## src/rtl/ahb_mem_test_pkg.sv

```systemverilog
// Shared constants, FSM encoding and pattern generator
// for the AHB-Lite SRAM test master.
package ahb_mem_test_pkg;

  localparam logic [1:0] HTRANS_IDLE   = 2'b00;
  localparam logic [1:0] HTRANS_NONSEQ = 2'b10;
  localparam logic [1:0] HRESP_OKAY    = 2'b00;
  localparam logic [1:0] HRESP_ERROR   = 2'b01;
  localparam logic [2:0] HSIZE_WORD    = 3'b010;
  localparam logic [2:0] HBURST_SINGLE = 3'b000;

  typedef logic [2:0] state_t;

  localparam state_t ST_IDLE    = 3'd0;
  localparam state_t ST_WR      = 3'd1;
  localparam state_t ST_WR_LAST = 3'd2;
  localparam state_t ST_RD      = 3'd3;
  localparam state_t ST_RD_LAST = 3'd4;
  localparam state_t ST_FIN     = 3'd5;

  function automatic logic [31:0] pattern(
    input logic [31:0] seed,
    input logic [15:0] idx
  );
    return seed ^ {idx, ~idx};
  endfunction

endpackage

```

## src/rtl/ahb_mem_test_if.sv

```systemverilog
// AHB-Lite single-master bus bundle between the test
// master and the memory-controller slave port.
interface ahb_mem_test_if #(
  parameter int ADDR_W = 28
);
  logic [ADDR_W-1:0] HADDR;
  logic [1:0]        HTRANS;
  logic              HWRITE;
  logic [2:0]        HSIZE;
  logic [2:0]        HBURST;
  logic [31:0]       HWDATA;
  logic [31:0]       HRDATA;
  logic              HREADY;
  logic [1:0]        HRESP;

  modport master (
    output HADDR, HTRANS, HWRITE,
    output HSIZE, HBURST, HWDATA,
    input  HRDATA, HREADY, HRESP
  );

  modport slave (
    input  HADDR, HTRANS, HWRITE,
    input  HSIZE, HBURST, HWDATA,
    output HRDATA, HREADY, HRESP
  );
endinterface

```

## src/rtl/ahb_mem_test_cmp.sv

```systemverilog
// Read-data checker: saturating mismatch counter and
// latch of the first failing address.
module ahb_mem_test_cmp #(
  parameter int ADDR_W = 28,
  parameter int CNT_W  = 16
) (
  input  logic              clk,
  input  logic              reset,
  input  logic              clr_i,
  input  logic              en_i,
  input  logic [31:0]       rdata_i,
  input  logic [31:0]       exp_i,
  input  logic [ADDR_W-1:0] addr_i,
  output logic [CNT_W-1:0]  err_count_o,
  output logic [ADDR_W-1:0] first_err_addr_o
);

  logic              have_q, have_d;
  logic [CNT_W-1:0]  cnt_q, cnt_d;
  logic [ADDR_W-1:0] addr_q, addr_d;
  logic              miss;

  assign miss = en_i && (rdata_i != exp_i);

  always_comb begin
    have_d = have_q;
    cnt_d  = cnt_q;
    addr_d = addr_q;
    if (clr_i) begin
      have_d = 1'b0;
      cnt_d  = '0;
      addr_d = '0;
    end else if (miss) begin
      if (cnt_q != '1)
        cnt_d = cnt_q + CNT_W'(1);
      if (!have_q) begin
        have_d = 1'b1;
        addr_d = addr_i;
      end
    end
  end

  always_ff @(posedge clk) begin
    if (reset) begin
      have_q <= 1'b0;
      cnt_q  <= '0;
      addr_q <= '0;
    end else begin
      have_q <= have_d;
      cnt_q  <= cnt_d;
      addr_q <= addr_d;
    end
  end

  assign err_count_o      = cnt_q;
  assign first_err_addr_o = addr_q;

endmodule

```

## src/rtl/ahb_mem_test_master.sv

```systemverilog
// AHB-Lite master that writes a seeded pattern to SRAM,
// reads it back and reports mismatches and bus errors.
module ahb_mem_test_master
  import ahb_mem_test_pkg::*;
#(
  parameter int                ADDR_W    = 28,
  parameter logic [ADDR_W-1:0] BASE_ADDR = '0,
  parameter int                WORDS     = 1024,
  parameter int                CNT_W     = 16
) (
  input  logic              clk,
  input  logic              reset,
  input  logic              start,
  input  logic [31:0]       seed,
  output logic              busy,
  output logic              done,
  output logic              pass,
  output logic              bus_error,
  output logic [CNT_W-1:0]  err_count,
  output logic [ADDR_W-1:0] first_err_addr,
  ahb_mem_test_if.master    bus
);

  state_t            state_q, state_d;
  logic [CNT_W-1:0]  idx_q, idx_d;
  logic [CNT_W-1:0]  dj_q, dj_d;
  logic [31:0]       seed_q, seed_d;
  logic [1:0]        htrans_q, htrans_d;
  logic [ADDR_W-1:0] haddr_q, haddr_d;
  logic              hwrite_q, hwrite_d;
  logic [31:0]       hwdata_q, hwdata_d;
  logic              busy_q, busy_d;
  logic              done_q, done_d;
  logic              pass_q, pass_d;
  logic              berr_q, berr_d;
  logic              abort_q, abort_d;
  logic              rdv_q, rdv_d;
  logic              clr, cmp_en, last, err_hit;
  logic [31:0]       cmp_exp;
  logic [ADDR_W-1:0] cmp_addr;

  assign last    = idx_q == CNT_W'(WORDS - 1);
  assign cmp_exp = pattern(seed_q, 16'(dj_q));
  assign cmp_addr = BASE_ADDR + (ADDR_W'(dj_q) << 2);
  assign err_hit = (state_q != ST_IDLE) && (state_q != ST_FIN)
                && !abort_q && !bus.HREADY
                && (bus.HRESP == HRESP_ERROR);

  always_comb begin
    state_d  = state_q;
    idx_d    = idx_q;
    dj_d     = dj_q;
    seed_d   = seed_q;
    htrans_d = htrans_q;
    haddr_d  = haddr_q;
    hwrite_d = hwrite_q;
    hwdata_d = hwdata_q;
    busy_d   = busy_q;
    done_d   = 1'b0;
    pass_d   = pass_q;
    berr_d   = berr_q;
    abort_d  = abort_q;
    rdv_d    = rdv_q;
    clr      = 1'b0;
    cmp_en   = 1'b0;
    if (err_hit) begin
      // cancel the pipelined address, drain the erroring phase
      htrans_d = HTRANS_IDLE;
      berr_d   = 1'b1;
      abort_d  = 1'b1;
      state_d  = hwrite_q ? ST_WR_LAST : ST_RD_LAST;
    end else begin
      unique case (state_q)
        ST_IDLE: if (start && !done_q) begin
          clr      = 1'b1;
          seed_d   = seed;
          busy_d   = 1'b1;
          pass_d   = 1'b0;
          berr_d   = 1'b0;
          abort_d  = 1'b0;
          rdv_d    = 1'b0;
          idx_d    = '0;
          htrans_d = HTRANS_NONSEQ;
          hwrite_d = 1'b1;
          haddr_d  = BASE_ADDR;
          state_d  = ST_WR;
        end
        ST_WR, ST_RD: if (bus.HREADY) begin
          if (state_q == ST_WR) begin
            hwdata_d = pattern(seed_q, 16'(idx_q));
          end else begin
            cmp_en = rdv_q;
            dj_d   = idx_q;
            rdv_d  = 1'b1;
          end
          if (last) begin
            htrans_d = HTRANS_IDLE;
            state_d  = (state_q == ST_WR) ? ST_WR_LAST
                                          : ST_RD_LAST;
          end else begin
            idx_d   = idx_q + CNT_W'(1);
            haddr_d = haddr_q + ADDR_W'(4);
          end
        end
        ST_WR_LAST: if (bus.HREADY) begin
          if (abort_q) begin
            state_d = ST_FIN;
          end else begin
            idx_d    = '0;
            rdv_d    = 1'b0;
            htrans_d = HTRANS_NONSEQ;
            hwrite_d = 1'b0;
            haddr_d  = BASE_ADDR;
            state_d  = ST_RD;
          end
        end
        ST_RD_LAST: if (bus.HREADY) begin
          cmp_en  = !abort_q;
          state_d = ST_FIN;
        end
        ST_FIN: begin
          done_d  = 1'b1;
          busy_d  = 1'b0;
          pass_d  = (err_count == '0) && !berr_q;
          state_d = ST_IDLE;
        end
        default: state_d = ST_IDLE;
      endcase
    end
  end

  always_ff @(posedge clk) begin
    if (reset) begin
      state_q  <= ST_IDLE;
      idx_q    <= '0;
      dj_q     <= '0;
      seed_q   <= '0;
      htrans_q <= HTRANS_IDLE;
      haddr_q  <= '0;
      hwrite_q <= 1'b0;
      hwdata_q <= '0;
      busy_q   <= 1'b0;
      done_q   <= 1'b0;
      pass_q   <= 1'b0;
      berr_q   <= 1'b0;
      abort_q  <= 1'b0;
      rdv_q    <= 1'b0;
    end else begin
      state_q  <= state_d;
      idx_q    <= idx_d;
      dj_q     <= dj_d;
      seed_q   <= seed_d;
      htrans_q <= htrans_d;
      haddr_q  <= haddr_d;
      hwrite_q <= hwrite_d;
      hwdata_q <= hwdata_d;
      busy_q   <= busy_d;
      done_q   <= done_d;
      pass_q   <= pass_d;
      berr_q   <= berr_d;
      abort_q  <= abort_d;
      rdv_q    <= rdv_d;
    end
  end

  ahb_mem_test_cmp #(
    .ADDR_W (ADDR_W),
    .CNT_W  (CNT_W)
  ) u_cmp (
    .clk              (clk),
    .reset            (reset),
    .clr_i            (clr),
    .en_i             (cmp_en),
    .rdata_i          (bus.HRDATA),
    .exp_i            (cmp_exp),
    .addr_i           (cmp_addr),
    .err_count_o      (err_count),
    .first_err_addr_o (first_err_addr)
  );

  assign bus.HTRANS = htrans_q;
  assign bus.HADDR  = haddr_q;
  assign bus.HWRITE = hwrite_q;
  assign bus.HWDATA = hwdata_q;
  assign bus.HSIZE  = HSIZE_WORD;
  assign bus.HBURST = HBURST_SINGLE;
  assign busy       = busy_q;
  assign done       = done_q;
  assign pass       = pass_q;
  assign bus_error  = berr_q;

endmodule
```

## src/flat_wrapper.sv

```systemverilog
// flat-port wrapper written by rule: the top's interface ports become plain ports
module ahb_mem_test_master_flat import ahb_mem_test_pkg::*;
#(
  parameter int                ADDR_W    = 28,
  parameter logic [ADDR_W-1:0] BASE_ADDR = '0,
  parameter int                WORDS     = 1024,
  parameter int                CNT_W     = 16
)
  (clk, reset, start, seed, busy, done, pass, bus_error, err_count, first_err_addr, bus_HADDR, bus_HTRANS, bus_HWRITE, bus_HSIZE, bus_HBURST, bus_HWDATA, bus_HRDATA, bus_HREADY, bus_HRESP);
  ahb_mem_test_if #(.ADDR_W(ADDR_W)) bus_i ();
  input  logic clk;
  input  logic reset;
  input  logic start;
  input  logic [31:0] seed;
  output logic busy;
  output logic done;
  output logic pass;
  output logic bus_error;
  output logic [CNT_W-1:0] err_count;
  output logic [ADDR_W-1:0] first_err_addr;
  output wire logic [$bits(bus_i.HADDR)-1:0] bus_HADDR;
  output wire logic [$bits(bus_i.HTRANS)-1:0] bus_HTRANS;
  output wire logic [$bits(bus_i.HWRITE)-1:0] bus_HWRITE;
  output wire logic [$bits(bus_i.HSIZE)-1:0] bus_HSIZE;
  output wire logic [$bits(bus_i.HBURST)-1:0] bus_HBURST;
  output wire logic [$bits(bus_i.HWDATA)-1:0] bus_HWDATA;
  input wire logic [$bits(bus_i.HRDATA)-1:0] bus_HRDATA;
  input wire logic [$bits(bus_i.HREADY)-1:0] bus_HREADY;
  input wire logic [$bits(bus_i.HRESP)-1:0] bus_HRESP;
  assign bus_HADDR = bus_i.HADDR;
  assign bus_HTRANS = bus_i.HTRANS;
  assign bus_HWRITE = bus_i.HWRITE;
  assign bus_HSIZE = bus_i.HSIZE;
  assign bus_HBURST = bus_i.HBURST;
  assign bus_HWDATA = bus_i.HWDATA;
  assign bus_i.HRDATA = bus_HRDATA;
  assign bus_i.HREADY = bus_HREADY;
  assign bus_i.HRESP = bus_HRESP;
  ahb_mem_test_master #(.ADDR_W(ADDR_W), .BASE_ADDR(BASE_ADDR), .WORDS(WORDS), .CNT_W(CNT_W)) u_core (.clk(clk), .reset(reset), .start(start), .seed(seed), .busy(busy), .done(done), .pass(pass), .bus_error(bus_error), .err_count(err_count), .first_err_addr(first_err_addr), .bus(bus_i));
endmodule
```

## config.mk

```make
export PLATFORM = sky130hd
export DESIGN_NAME = ahb_mem_test_master_flat
export DESIGN_NICKNAME = d
export VERILOG_FILES = /design/src/rtl/ahb_mem_test_pkg.sv /design/src/rtl/ahb_mem_test_if.sv /design/src/rtl/ahb_mem_test_cmp.sv /design/src/rtl/ahb_mem_test_master.sv /design/src/flat_wrapper.sv
export SDC_FILE = /design/constraint.sdc
export NUM_CORES = 1
export LEC_CHECK = 0
export ABC_AREA = 1
export CAP_MARGIN = 40
export CORE_MARGIN = 2
export CORE_UTILIZATION = 50
export CTS_CLUSTER_DIAMETER = 40
export DETAILED_ROUTE_END_ITERATION = 10
export PLACE_DENSITY = 0.79
export SYNTH_ARGS = -nofsm -noshare
export SYNTH_HDL_FRONTEND = slang
export SYNTH_SLANG_ARGS = --single-unit
```

## constraint.sdc

```tcl
create_clock -name clk -period 2.7 [get_ports clk]
set_input_delay 0.675 -clock clk [delete_from_list [all_inputs] [get_ports clk]]
set_output_delay 0.675 -clock clk [all_outputs]
set_load 0.01 [all_outputs]
```

==> flow_metrics.env <==
export IMPL_outcome="finished clean"
export IMPL_maxCapViolCount=0
export IMPL_num_antenna_cells=0
export IMPL_syn2layout_area_growth_pct=28.94
export IMPL_ant_nets=0
export IMPL_rsz0062_at_grt="no"
export IMPL_grt_pass1_vias=7926
export IMPL_grt_pass1_wl_um=39700
export IMPL_max_clock_path_buffers=2
export IMPL_start_util_pct=50.63
export IMPL_ys_warn_count=0
export IMPL_layout_commonest_cell="nand2_1"
export IMPL_cts_sinks=165
export IMPL_grt_met3_usage_pct=4.735
export IMPL_synth_edf_count=0
export IMPL_vdd_ir_drop_max_mv=0.6267
export IMPL_crit_path_end_kind="register"
export IMPL_ys_ff_latch=165
export IMPL_power_density_mw_per_mm2=805.8
export IMPL_place_gp_congestion=0.9087
export IMPL_finalCritPeriodShare_pct=83.38
export IMPL_min_path_type="reg -> reg"
export IMPL_skew_ns=0.01249
export IMPL_drt_vias_per_instance=5.339
export IMPL_cts_resized=0
export IMPL_cts_hold_buf=0
export IMPL_power_mw=9.034
export IMPL_critical_path_arrival_ns=2.57
export IMPL_finalNetCount=1513
export IMPL_tightest_slew_ns=0.5063
export IMPL_hold_depth=2
export IMPL_wl_per_cell_um=15.05
export IMPL_drt_wl_total_um=25230
export IMPL_drt_iter0_drc=720
export IMPL_layout_cell_area_non_filler_mm2=0.01121
export IMPL_setup_viol_count_final=0
export IMPL_antenna_found_initial=0
export IMPL_cts_tree="done"
export IMPL_insertion_delay_ns=0.44
export IMPL_core_mm2=0.01718
export IMPL_grt_busiest_layer="met2"
export IMPL_slew_violations=0
export IMPL_grt_use_met1_pct=35.47
export IMPL_cp_data_required_time_ns=3.02
export IMPL_vias=8953
export IMPL_cts_inserted_buffers=17
export IMPL_drc=0
export IMPL_nFillCells=1543
export IMPL_die_height_um=135.9
export IMPL_max_slew_margin_pct=65.99
export IMPL_ys_types=43
export IMPL_r2r_cells=9
export IMPL_seqCellArea_mm2=0.003303
export IMPL_synthCells=1287
export IMPL_clkTransAtPathRegs_ns=0.06
export IMPL_gr_usage_all_layers_pct=27.54
export IMPL_cts_setup_buffers=0
export IMPL_cts_htree_levels=4
export IMPL_most_common_layout_cells="325 x nand2_1, 165 x clkdlybuf4s50_1, 165 x dfxtp_1, 138 x a21oi_1, 130 x inv_1"
export IMPL_grt_met2_usage_pct=45.31
export IMPL_synth_seq_area_share_pct=37.99
export IMPL_placement_io_buffers=165
export IMPL_root_buffer="clkbuf_16"
export IMPL_leakage_nw=4.538
export IMPL_place_area_mm2=0.01056
export IMPL_synth_avg_cell_area_um2=6.757
export IMPL_critical_path_class="reg -> reg"
export IMPL_ios=187
export IMPL_dieArea_mm2=0.01846
export IMPL_rows=48
export IMPL_hpwl_um=18540
export IMPL_syn_cell_area_mm2=0.008696
export IMPL_fmax_ghz=0.4442
export IMPL_fin_tns_setup_ns=0
export IMPL_hold_violations=0
export IMPL_crit_fanout=19
export IMPL_dieWidth_um=135.9
export IMPL_async_flop_share_pct=0
export IMPL_multi_input_area_mm2=0.004542
export IMPL_start_kind="register"
export IMPL_yosys_most_used_dff="dfxtp_1"
export IMPL_period_minus_slack_ns=2.251
export IMPL_drt_first_pass_iters=5
export IMPL_layout_drive_gt1_share_pct=5.854
export IMPL_grt_max_degree=82
export IMPL_overflow=0
-- per-stage QoR --
step                      worst slack (ns)  std cells  util, %  hold WS (ns)
after floorplan                     0.8658       1306        -        0.4376
after global placement              0.1027       1645    61.45        0.4488
after detailed placement           0.07478       1645    61.45        0.4556
after CTS                           0.4643       1677    65.28        0.4635
after global routing                0.2696       1677    65.28        0.4810
final                               0.4487       1677    65.28        0.4619
-- kinds of logic after synthesis --
kind of cell / Yosys count / share of synthesized area (%)
AO/OA/AOI/OAI: 245 / 14.56
XOR/XNOR: 49 / 4.935
adder cells (fa/ha/maj): 4 / 0.5756
buffers and inverters: 213 / 10.76
flip-flops: 165 / 37.99
other: 2 / 0.08636
AND/OR/NAND/NOR: 609 / 31.09
-- path summary, 6_finish.rpt --
kind         slack, ns                                      startpoint                                              to
min reg2reg       0.46  u_core.u_cmp.first_err_addr_o[13]$_SDFFE_PP0P_  u_core.u_cmp.first_err_addr_o[13]$_SDFFE_PP0P_
max reg2reg       0.45                    u_core.idx_q[1]$_SDFFE_PP0P_                   u_core.idx_q[14]$_SDFFE_PP0P_
min               0.46  u_core.u_cmp.first_err_addr_o[13]$_SDFFE_PP0P_  u_core.u_cmp.first_err_addr_o[13]$_SDFFE_PP0P_
max               0.45                    u_core.idx_q[1]$_SDFFE_PP0P_                   u_core.idx_q[14]$_SDFFE_PP0P_
-- state kept, by name, summed over array words and instances, names as in the netlist --
register / flops
u_core.bus.HTRANS: 1
u_core.bus.HWRITE: 1
u_core.done: 1
u_core.pass: 1
u_core.rdv_q: 1
u_core.abort_q: 1
u_core.u_cmp.first_err_addr_o: 16
u_core.state_q: 3
u_core.dj_q: 16
u_core.busy: 1
u_core.u_cmp.have_q: 1
u_core.seed_q: 32
u_core.bus.HWDATA: 32
u_core.u_cmp.err_count_o: 16
u_core.idx_q: 16
u_core.bus.HADDR: 26
-- Yosys cell counts (4+ instances only) --
cell type / number / share of area [%]
xnor2_1: 21 / 2.1
buf_4: 24 / 2.1
nor2_1: 111 / 4.8
nor3_1: 21 / 1.2
nand4_1: 48 / 3.5
nor4_1: 4 / 0.29
nand3b_1: 23 / 2.0
ha_1: 4 / 0.58
o21ai_0: 89 / 5.1
nand2_1: 325 / 14
inv_1: 130 / 5.6
inv_2: 5 / 0.22
o21ai_1: 5 / 0.29
a21oi_1: 138 / 7.9
xor2_1: 28 / 2.8
clkbuf_1: 33 / 1.4
buf_2: 13 / 0.75
nand3_1: 55 / 3.2
or2_2: 6 / 0.43
nor2_4: 4 / 0.52
dfxtp_1: 165 / 38
-- critical path, stage by stage (launching register included) --
cell and delay, ns:
dfxtp_1 0.47, ha_1 0.30, nand4_2 0.22, nor2_1 0.22, nand3_1 0.15, nand2_4 0.26, buf_4 0.22, nor3_1 0.06
a21oi_1 0.17, nor2_1 0.06
-- layer usage --
layer,up-vias,routed length [um],part of all wire (%)
met2,371,11660,46
met5,-,0,0
li1,4455,-,-
met3,61,1783,7.1
met1,4066,10950,43
met4,0,844,3.3
-- layout make-up --
class                      instances  share of cell area (%)
clock buffer                      20                   4.073
clock inverter                    12                   1.786
inverter                         137                   4.587
multi-input combinational        928                   40.51
sequential                       165                   29.46
tap                              225                   2.511
timing repair buffer             190                   17.07
-- report_power, final --
group | internal, mW | switching, mW | leakage [nW]
Sequential | 2.83 | 0.396 | 1.34
Clock | 1.69 | 1.02 | 0.313
Combinational | 1.23 | 1.87 | 2.88
Total | 5.75 | 3.28 | 4.54
Note: power is estimated with default switching activity, not from simulation.
